## src/rtl/legv8_defs.sv

```systemverilog
// rtl/legv8_defs.sv - shared LEGv8 opcode, class, state and control encodings
package legv8_defs;

  localparam logic [10:0] OP_ADD  = 11'b10001011000;
  localparam logic [10:0] OP_SUB  = 11'b11001011000;
  localparam logic [10:0] OP_AND  = 11'b10001010000;
  localparam logic [10:0] OP_ORR  = 11'b10101010000;
  localparam logic [10:0] OP_ADDI = 11'b10010001000;
  localparam logic [10:0] OP_SUBI = 11'b11010001000;
  localparam logic [10:0] OP_LDUR = 11'b11111000010;
  localparam logic [10:0] OP_STUR = 11'b11111000000;
  localparam logic [10:0] OP_CBZ  = 11'b10110100000;
  localparam logic [10:0] OP_B    = 11'b00010100000;
  localparam logic [10:0] OP_MOVZ = 11'b11010010100;

  localparam logic [10:0] MASK_FULL = 11'b11111111111;
  localparam logic [10:0] MASK_IMM  = 11'b11111111110;
  localparam logic [10:0] MASK_CBZ  = 11'b11111111000;
  localparam logic [10:0] MASK_B    = 11'b11111100000;
  localparam logic [10:0] MASK_MOVZ = 11'b11111111100;

  typedef enum logic [2:0] {
    ST_FETCH,
    ST_DECODE,
    ST_EXEC,
    ST_MEM,
    ST_WB,
    ST_HALT
  } state_e;

  typedef enum logic [2:0] {
    CL_R,
    CL_I,
    CL_LDUR,
    CL_STUR,
    CL_CBZ,
    CL_B,
    CL_MOVZ
  } class_e;

  localparam logic [2:0] SIGN_I    = 3'b000;
  localparam logic [2:0] SIGN_D    = 3'b001;
  localparam logic [2:0] SIGN_B    = 3'b010;
  localparam logic [2:0] SIGN_CBZ  = 3'b011;
  localparam logic [2:0] SIGN_MOVZ = 3'b100;

  localparam logic [3:0] ALU_AND   = 4'b0000;
  localparam logic [3:0] ALU_ORR   = 4'b0001;
  localparam logic [3:0] ALU_ADD   = 4'b0010;
  localparam logic [3:0] ALU_SUB   = 4'b0110;
  localparam logic [3:0] ALU_PASSB = 4'b0111;

  function automatic logic op_match(input logic [10:0] op,
                                    input logic [10:0] pat,
                                    input logic [10:0] mask);
    return (op & mask) == pat;
  endfunction

endpackage

```

## src/rtl/legv8_opdecode.sv

```systemverilog
// rtl/legv8_opdecode.sv - combinational opcode to datapath-control decode
module legv8_opdecode
  import legv8_defs::*;
(
  input  logic [10:0] i_opcode,
  output logic        o_valid,
  output class_e      o_class,
  output logic [2:0]  o_sign_op,
  output logic [3:0]  o_alu_op,
  output logic        o_alu_src,
  output logic        o_reg2loc
);

  always_comb begin
    o_valid   = 1'b1;
    o_class   = CL_R;
    o_sign_op = SIGN_I;
    o_alu_op  = ALU_AND;
    o_alu_src = 1'b0;
    o_reg2loc = 1'b0;
    if (op_match(i_opcode, OP_ADD, MASK_FULL)) begin
      o_alu_op = ALU_ADD;
    end else if (op_match(i_opcode, OP_SUB, MASK_FULL)) begin
      o_alu_op = ALU_SUB;
    end else if (op_match(i_opcode, OP_AND, MASK_FULL)) begin
      o_alu_op = ALU_AND;
    end else if (op_match(i_opcode, OP_ORR, MASK_FULL)) begin
      o_alu_op = ALU_ORR;
    end else if (op_match(i_opcode, OP_ADDI, MASK_IMM)) begin
      o_class   = CL_I;
      o_alu_op  = ALU_ADD;
      o_alu_src = 1'b1;
    end else if (op_match(i_opcode, OP_SUBI, MASK_IMM)) begin
      o_class   = CL_I;
      o_alu_op  = ALU_SUB;
      o_alu_src = 1'b1;
    end else if (op_match(i_opcode, OP_LDUR, MASK_FULL)) begin
      o_class   = CL_LDUR;
      o_sign_op = SIGN_D;
      o_alu_op  = ALU_ADD;
      o_alu_src = 1'b1;
    end else if (op_match(i_opcode, OP_STUR, MASK_FULL)) begin
      o_class   = CL_STUR;
      o_sign_op = SIGN_D;
      o_alu_op  = ALU_ADD;
      o_alu_src = 1'b1;
      o_reg2loc = 1'b1;
    end else if (op_match(i_opcode, OP_CBZ, MASK_CBZ)) begin
      o_class   = CL_CBZ;
      o_sign_op = SIGN_CBZ;
      o_alu_op  = ALU_PASSB;
      o_reg2loc = 1'b1;
    end else if (op_match(i_opcode, OP_B, MASK_B)) begin
      o_class   = CL_B;
      o_sign_op = SIGN_B;
    end else if (op_match(i_opcode, OP_MOVZ, MASK_MOVZ)) begin
      o_class   = CL_MOVZ;
      o_sign_op = SIGN_MOVZ;
      o_alu_op  = ALU_PASSB;
      o_alu_src = 1'b1;
    end else begin
      o_valid = 1'b0;
    end
  end

endmodule

```

## src/rtl/multicycle_control.sv

```systemverilog
// rtl/multicycle_control.sv - LEGv8 multi-cycle sequencer: FSM, held controls, strobes
module multicycle_control
  import legv8_defs::*;
(
  input  logic        CLK,
  input  logic        resetl,
  input  logic [10:0] Opcode,
  input  logic        Zero,
  input  logic        IMemReady,
  input  logic        DMemReady,
  output logic        IRWrite,
  output logic        PCWrite,
  output logic        PCSrc,
  output logic        RegWrite,
  output logic        MemRead,
  output logic        MemWrite,
  output logic        MemtoReg,
  output logic        Reg2Loc,
  output logic        ALUSrc,
  output logic [2:0]  SignOp,
  output logic [3:0]  ALUOp,
  output logic        Illegal
);

  state_e     r_state;
  state_e     w_next_state;
  class_e     r_class;
  logic [2:0] r_sign_op;
  logic [3:0] r_alu_op;
  logic       r_alu_src;
  logic       r_reg2loc;
  logic       r_illegal;

  logic       w_dec_valid;
  class_e     w_dec_class;
  logic [2:0] w_dec_sign_op;
  logic [3:0] w_dec_alu_op;
  logic       w_dec_alu_src;
  logic       w_dec_reg2loc;

  logic w_ir_write, w_pc_write, w_pc_src, w_reg_write;
  logic w_mem_read, w_mem_write, w_mem_to_reg;

  legv8_opdecode u_opdecode (
    .i_opcode  (Opcode),
    .o_valid   (w_dec_valid),
    .o_class   (w_dec_class),
    .o_sign_op (w_dec_sign_op),
    .o_alu_op  (w_dec_alu_op),
    .o_alu_src (w_dec_alu_src),
    .o_reg2loc (w_dec_reg2loc)
  );

  always_ff @(posedge CLK or negedge resetl) begin
    if (!resetl) r_state <= ST_FETCH;
    else         r_state <= w_next_state;
  end

  // Decode results are captured once and held stable until the next DECODE.
  always_ff @(posedge CLK or negedge resetl) begin
    if (!resetl) begin
      r_class   <= CL_R;
      r_sign_op <= SIGN_I;
      r_alu_op  <= ALU_AND;
      r_alu_src <= 1'b0;
      r_reg2loc <= 1'b0;
      r_illegal <= 1'b0;
    end else if (r_state == ST_DECODE) begin
      r_class   <= w_dec_class;
      r_sign_op <= w_dec_sign_op;
      r_alu_op  <= w_dec_alu_op;
      r_alu_src <= w_dec_alu_src;
      r_reg2loc <= w_dec_reg2loc;
      if (!w_dec_valid) r_illegal <= 1'b1;
    end
  end

  always_comb begin
    w_next_state = r_state;
    w_ir_write   = 1'b0;
    w_pc_write   = 1'b0;
    w_pc_src     = 1'b0;
    w_reg_write  = 1'b0;
    w_mem_read   = 1'b0;
    w_mem_write  = 1'b0;
    w_mem_to_reg = 1'b0;
    case (r_state)
      ST_FETCH: begin
        w_ir_write = IMemReady;
        if (IMemReady) w_next_state = ST_DECODE;
      end
      ST_DECODE: w_next_state = w_dec_valid ? ST_EXEC : ST_HALT;
      ST_EXEC: begin
        case (r_class)
          CL_LDUR, CL_STUR: w_next_state = ST_MEM;
          CL_B: begin
            w_pc_write   = 1'b1;
            w_pc_src     = 1'b1;
            w_next_state = ST_FETCH;
          end
          CL_CBZ: begin
            w_pc_write   = 1'b1;
            w_pc_src     = Zero;
            w_next_state = ST_FETCH;
          end
          default: w_next_state = ST_WB;
        endcase
      end
      ST_MEM: begin
        w_mem_read  = (r_class == CL_LDUR);
        w_mem_write = (r_class == CL_STUR);
        if (DMemReady) begin
          if (r_class == CL_STUR) begin
            w_pc_write   = 1'b1;
            w_next_state = ST_FETCH;
          end else begin
            w_next_state = ST_WB;
          end
        end
      end
      ST_WB: begin
        w_reg_write  = 1'b1;
        w_pc_write   = 1'b1;
        w_mem_to_reg = (r_class == CL_LDUR);
        w_next_state = ST_FETCH;
      end
      ST_HALT: w_next_state = ST_HALT;
      default: w_next_state = ST_FETCH;
    endcase
  end

  // Gating with resetl keeps every strobe low for the whole reset window,
  // including IRWrite, which FETCH would otherwise pass through.
  assign IRWrite  = resetl & w_ir_write;
  assign PCWrite  = resetl & w_pc_write;
  assign PCSrc    = resetl & w_pc_src;
  assign RegWrite = resetl & w_reg_write;
  assign MemRead  = resetl & w_mem_read;
  assign MemWrite = resetl & w_mem_write;
  assign MemtoReg = resetl & w_mem_to_reg;

  assign SignOp  = r_sign_op;
  assign ALUOp   = r_alu_op;
  assign ALUSrc  = r_alu_src;
  assign Reg2Loc = r_reg2loc;
  assign Illegal = r_illegal;

endmodule

```

## config.mk

```make
export PLATFORM = sky130hd
export DESIGN_NAME = multicycle_control
export DESIGN_NICKNAME = d
export VERILOG_FILES = /design/src/rtl/legv8_defs.sv /design/src/rtl/legv8_opdecode.sv /design/src/rtl/multicycle_control.sv
export SDC_FILE = /design/constraint.sdc
export NUM_CORES = 1
export LEC_CHECK = 0
export BUFFER_PORTS_ARGS = -buffer_cell sky130_fd_sc_hd__buf_2
export CAP_MARGIN = 15
export CORE_AREA = 2 2 52 54
export DETAILED_ROUTE_END_ITERATION = 12
export DIE_AREA = 0 0 54 56
export PLACE_DENSITY = 0.67
export SLEW_MARGIN = 40
export SYNTH_ARGS = -nofsm -noshare
export SYNTH_HDL_FRONTEND = slang
export SYNTH_SLANG_ARGS = --single-unit
```

## constraint.sdc

```tcl
create_clock -name CLK -period 1.45 [get_ports CLK]
set_input_delay 0.145 -clock CLK [delete_from_list [all_inputs] [get_ports CLK]]
set_output_delay 0.145 -clock CLK [all_outputs]
set_load 0.01 [all_outputs]
```

=== Word level (Yosys, flattened, before mapping) ===
Cells that the tools add are included.

* Register bits: 16
* Logic and storage cells: 122

* Equal/unequal tests: 22
* Mux-type cells: 80
* Bitwise gates (word level): 8
* Reduce and logical (&&, ||, !) cells: 5

{| class="wikitable"
|+ Operator list
! operator !! number
|-
| two-way mux 3 bit || 27
|-
| == test 11 bit (second input constant) || 6
|-
| two-way mux 4 bit || 10
|-
| two-way mux 1 bit || 39
|-
| == test 10 bit (second input constant) || 2
|-
| one-hot mux 3 bit (5 select lines) || 1
|-
| == test 3 x 2 -> 1 bit (second input constant) || 4
|-
| == test 3 bit (second input constant) || 4
|-
| == test 9 bit (second input constant) || 1
|-
| == test 8 bit (second input constant) || 1
|-
| bitwise AND 1 bit || 7
|-
| == test 6 x 3 -> 1 bit (second input constant) || 1
|-
| one-hot mux 3 bit (2 select lines) || 1
|-
| inequality test 2 bit (second input constant) || 2
|-
| AND reduction 2 bit || 2
|-
| OR reduction 2 bit || 2
|-
| == test 3 x 1 -> 1 bit (second input constant) || 1
|-
| zero test 3 bit || 1
|-
| one-hot mux 1 bit (3 select lines) || 1
|-
| one-hot mux 1 bit (2 select lines) || 1
|-
| NOT 1 bit || 1
|}

=== Logic depth before layout (Yosys ltp) ===
* Word-level depth: 14
* Depth in mapped cells: 7
* Depth with buffers taken out: 5

=== By module ===
Synthesis repeated with hierarchy kept, for this count alone.

* Cell total of the unflattened synthesis: 111
* Area, all modules: 1,151.1 um^2

{| class="wikitable"
|+ Modules (own cells, without submodules)
! module !! instances !! cells each !! area each (um^2) !! sequential area each (um^2)
|-
| multicycle_control || 1 || 70 || 883.3 || 400.4
|-
| legv8_opdecode || 1 || 41 || 267.8 || 0.0
|}

=== Least setup slack after synthesis ===
No wires, ideal clock.

* Kind: reg-to-reg
* Start point: register r_state[0]
* End point: register r_alu_op[0], in the netlist ALUOp[0]
* Setup time: 0.136 ns
* Arrival: 1.346 ns
* Data required time: 1.314 ns
* Path slack: -0.032 ns
* Stages on the path, launching flop included: 7
* Buffers on the path: 3
* Path through: dfrtp_1 -> clkbuf_1 -> nand2b_1 -> nand2b_1 -> clkbuf_1 -> clkbuf_1 -> o21ai_0

* Word-level cells in the longest chain between the ends: 1

{| class="wikitable"
|+ Ends and longest elaborated chain
! element !! RTL line !! RTL
|-
| from (decl) || multicycle_control.sv:25 || <nowiki>state_e r_state;</nowiki>
|-
| from (signal assigned) || multicycle_control.sv:56 || <nowiki>else r_state <= w_next_state;</nowiki>
|-
| == test 3 x 1 -> 1 bit || multicycle_control.sv:68 || <nowiki>end else if (r_state == ST_DECODE) begin</nowiki>
|-
| to (signal assigned) || multicycle_control.sv:71 || <nowiki>r_alu_op <= w_dec_alu_op;</nowiki>
|-
| to (decl) || multicycle_control.sv:29 || <nowiki>logic [3:0] r_alu_op;</nowiki>
|}

Every way passes these cells.
A chain may end at the register's enable or synchronous reset.

=== Worst setup path after layout ===
* Start point: register r_class[1]
* End point: output port PCWrite

* Word-level cells in the longest chain between the ends: 5
* Elaborated cells between the ends (all ways): 9
* Classes of those cells: eq/ne (3); mux (4); bitwise (1); reduce/logical (1)

{| class="wikitable"
|+ Ends and longest elaborated chain
! element !! RTL line !! RTL
|-
| from (decl) || multicycle_control.sv:27 || <nowiki>class_e r_class;</nowiki>
|-
| from (signal assigned) || multicycle_control.sv:69 || <nowiki>r_class <= w_dec_class;</nowiki>
|-
| == test 3 x 2 -> 1 bit / == test 3 bit (equally long branches) || multicycle_control.sv:113, multicycle_control.sv:94 ||
|-
| two-way mux 1 bit / OR reduction 2 bit (equally long branches) || -- ||
|-
| two-way mux 1 bit, on equally long branches || multicycle_control.sv:112, multicycle_control.sv:94 ||
|-
| one-hot mux 1 bit (3 select lines) * || multicycle_control.sv:87 || <nowiki>case (r_state)</nowiki>
|-
| bitwise AND 1 bit * || multicycle_control.sv:135 || <nowiki>assign PCWrite = resetl & w_pc_write;</nowiki>
|-
| to (decl) || multicycle_control.sv:12 || <nowiki>output logic PCWrite,</nowiki>
|}

Mark *: on every way between the ends. The rest lies on a longest branch, timed or not.

==> flow_metrics.py <==
metrics = {
    "layout": {
        "diodes": 0,
        "finalNonFillerCells": 212,
        "post-route-util_pct": 62.1,
        "final_nets": 199,
        "area_growth_pct": 57.9,
        "drive_above_1_share_pct": 47.3,
    },
    "synthesis": {
        "ys_seq_elements": 15,
        "seq_area_frac_synth_pct": 39.2,
        "ys_warn_count": 0,
        "syn-mean-instance-area_um2": 8.40,
        "ys_types": 41,
        "synth.cell_area_um2": 957,
        "netlist_instances": 114,
        "synth_nets": 130,
    },
    "floorplan": {
        "num_rows": 18,
        "die_w_um": 54,
        "die_area_mm2": 0.00302,
        "core_mm2": 0.00243,
        "io_pins": 33,
        "start_util_pct": 39.4,
        "die_h_um": 56,
    },
    "detailed_routing": {
        "route.detailed.drc": 0,
        "drt-total-wl_um": 2840,
        "vias": 1103,
        "viasPerCell": 5.20,
        "ant_nets": 0,
        "initialDrtViolationCount": 23,
        "drt-wirelength-per-cell_um": 13.4,
        "drt_first_pass_iters": 4,
    },
    "min_path": {
        "hold_class": "input port to flip-flop",
    },
    "run": {
        "cap_violations": 0,
    },
    "timing": {
        "worst_slack_ns": -0.0658,
        "timing.setup.tns_ns": -0.168,
        "setup_viol": 4,
        "finalCriticalPeriod_ns": 1.52,
        "hold_viol": 0,
        "skew_ns": 0.00538,
        "rsz0062_at_grt": "true",
        "fmax_ghz": 0.660,
        "fin_crit_sh_pct": 105,
        "maxSlewViolCount": 0,
    },
    "critical_path": {
        "required_ns": 1.31,
        "critPathArrivalTime_ns": 1.37,
        "crit_path_end_kind": "primary output",
        "cp_max_fo": 4,
        "cp-start-kind": "flip-flop",
        "crit_type": "flip-flop to primary output",
        "rrSetupSlack_ns": 0.03,
    },
    "placed_design": {
        "dp_hpwl_um": 2120,
        "gp_congestion": 0.786,
        "place_inst": 195,
        "numPortBuffers": 31,
        "post-place-ws_ns": -0.152,
    },
    "global_routing": {
        "gr-usage-met2_pct": 37.1,
        "grt_pass1_vias": 1091,
        "grt_use_met1_pct": 24.1,
        "grt_max_degree": 10,
        "grt_pass1_wl_um": 4660,
        "gr-usage-all-layers_pct": 20.4,
        "busiest_layer": "met2",
        "globalRouteOverflowTotal": 0,
        "antenna_found_initial": 0,
        "gr-usage-met3_pct": 0.806,
    },
    "clocking": {
        "clkLatencyLatePin_ns": 0.27,
        "numClockSinks": 15,
        "cts_tree": "done",
        "cts-root-buf": "clkbuf_4",
        "h-tree-depth": 1,
        "clk_pin_slew_ns": 0.09,
        "cts.path.max_buffers": 2,
        "numCtsBuffers": 3,
    },
    "run_status": {
        "outcome": "finished with violations",
        "violations": "setup timing",
    },
    "pwr": {
        "p_per_area_mw_per_mm2": 999,
        "vdd_drop_max_mv": 0.545,
        "p_leak_nw": 0.745,
    },
}
-- path summary, 6_finish.rpt --
path	startpoint	end	depth (start not counted)
max	r_class[1]$_DFFE_PN0N_	PCWrite	5
min	IMemReady	r_state[0]$_DFFE_PN0P_	3
max reg2reg	r_class[2]$_DFFE_PN0N_	r_state[2]$_DFFE_PN0P_	8
min reg2reg	Illegal$_DFFE_PN0P_	Illegal$_DFFE_PN0P_	1
max in group asynchronous	resetl	r_class[2]$_DFFE_PN0N_	2
min in group asynchronous	resetl	r_class[1]$_DFFE_PN0N_	2
-- critical path, stage by stage, from the launching register on --
cell	delay (ns)
dfrtp_1	0.42
nor2b_4	0.15
nand2_2	0.09
o22ai_2	0.08
a31o_2	0.25
buf_6	0.12
-- registers in the layout, summed over array words and instances, names as in the netlist --
signal / cells
ALUSrc: 1
SignOp: 3
r_state: 3
Illegal: 1
Reg2Loc: 1
r_class: 3
ALUOp: 3
-- metal layers --
layer	part of all wire [%]	routed length (µm)
met1	40	1140
met2	55	1550
met3	3.8	108
met4	1.3	38
met5	0	0
-- cells in the final DEF, fill, tap and decap left out, types with 2 or more instances in the layout --
cell / n
nor2_1: 11
nor3_2: 2
nand2_1: 12
o21ai_0: 8
nor2b_4: 2
a21oi_1: 6
nand2b_1: 7
nand3_1: 2
nor4b_1: 2
dlygate4sd3_1: 2
buf_6: 3
nor3_1: 2
clkbuf_4: 3
o22ai_1: 2
dfrtp_1: 13
nand2b_4: 2
buf_2: 30
inv_1: 4
a21o_1: 2
dfrtp_2: 2
a31oi_1: 2
buf_4: 33
nor4_1: 2
-- cell type report --
type	instances	area, µm²
repair buffers	68	452
fillers	229	921
well taps	30	37.5
clock buffers	4	26.3
multi-input cells	91	603
inverters	4	15.0
flip-flops and latches	15	378
-- cell families after synthesis --
family / share of synthesized area (%)
buffers and inverters: 3.53
other: 0.392
AOI/OAI and AO/OA: 18.6
muxes: 1.05
DFF: 39.2
and+or+nand+nor: 37.3
-- what timing repair did --
item	4_1_cts	5_1_grt
buffers inserted	7	4
hold buffers	2	0
resized for setup	8	8
pin swaps	3	6
endpoints found under the setup margin	7	16
endpoints found under the hold margin	7	0
-- stage by stage --
stage | hold slack, ns | area (µm²) | total power [mW]
floorplan | -0.151 | 963 | 0.923
global placement | 0.0174 | 1320 | 1.16
detailed placement | 0.0201 | 1320 | 1.18
CTS | 0.175 | 1450 | 1.48
global route | 0.189 | 1510 | 1.62
finish | 0.188 | 1510 | 1.51
-- synthesized netlist by cell type, drive strengths merged --
cell	number	area (µm²)
a21o	2	15.0
a21oi	6	30.0
a22oi	1	7.51
a311oi	1	8.76
a31o	1	8.76
a31oi	2	12.5
and2	1	6.26
and2b	1	7.51
and3	2	17.5
and4b	1	10.0
buf	1	7.51
clkbuf	3	11.3
conb	1	3.75
dfrtp	15	375
inv	4	15.0
mux2i	1	10.0
nand2	13	48.8
nand2b	9	56.3
nand3	2	10.0
nand3b	1	7.51
nand4	1	6.26
nand4b	1	8.76
nand4bb	1	11.3
nor2	12	47.6
nor2b	3	18.8
nor3	5	30.0
nor4	2	12.5
nor4b	2	17.5
o21ai	8	40.0
o22a	1	8.76
o22ai	3	18.8
o41a	1	11.3
o41ai	1	16.3
or2	2	15.0
or3	1	6.26
or3b	1	8.76
or4b	1	10.0
-- power by group --
group          switching, mW  total, mW  internal [mW]
sequential            0.0970      0.633          0.536
clock                  0.123      0.229          0.107
combinational          0.334      0.647          0.312
total                  0.554       1.51          0.955
No activity file was read; power rests on OpenSTA's default activity.
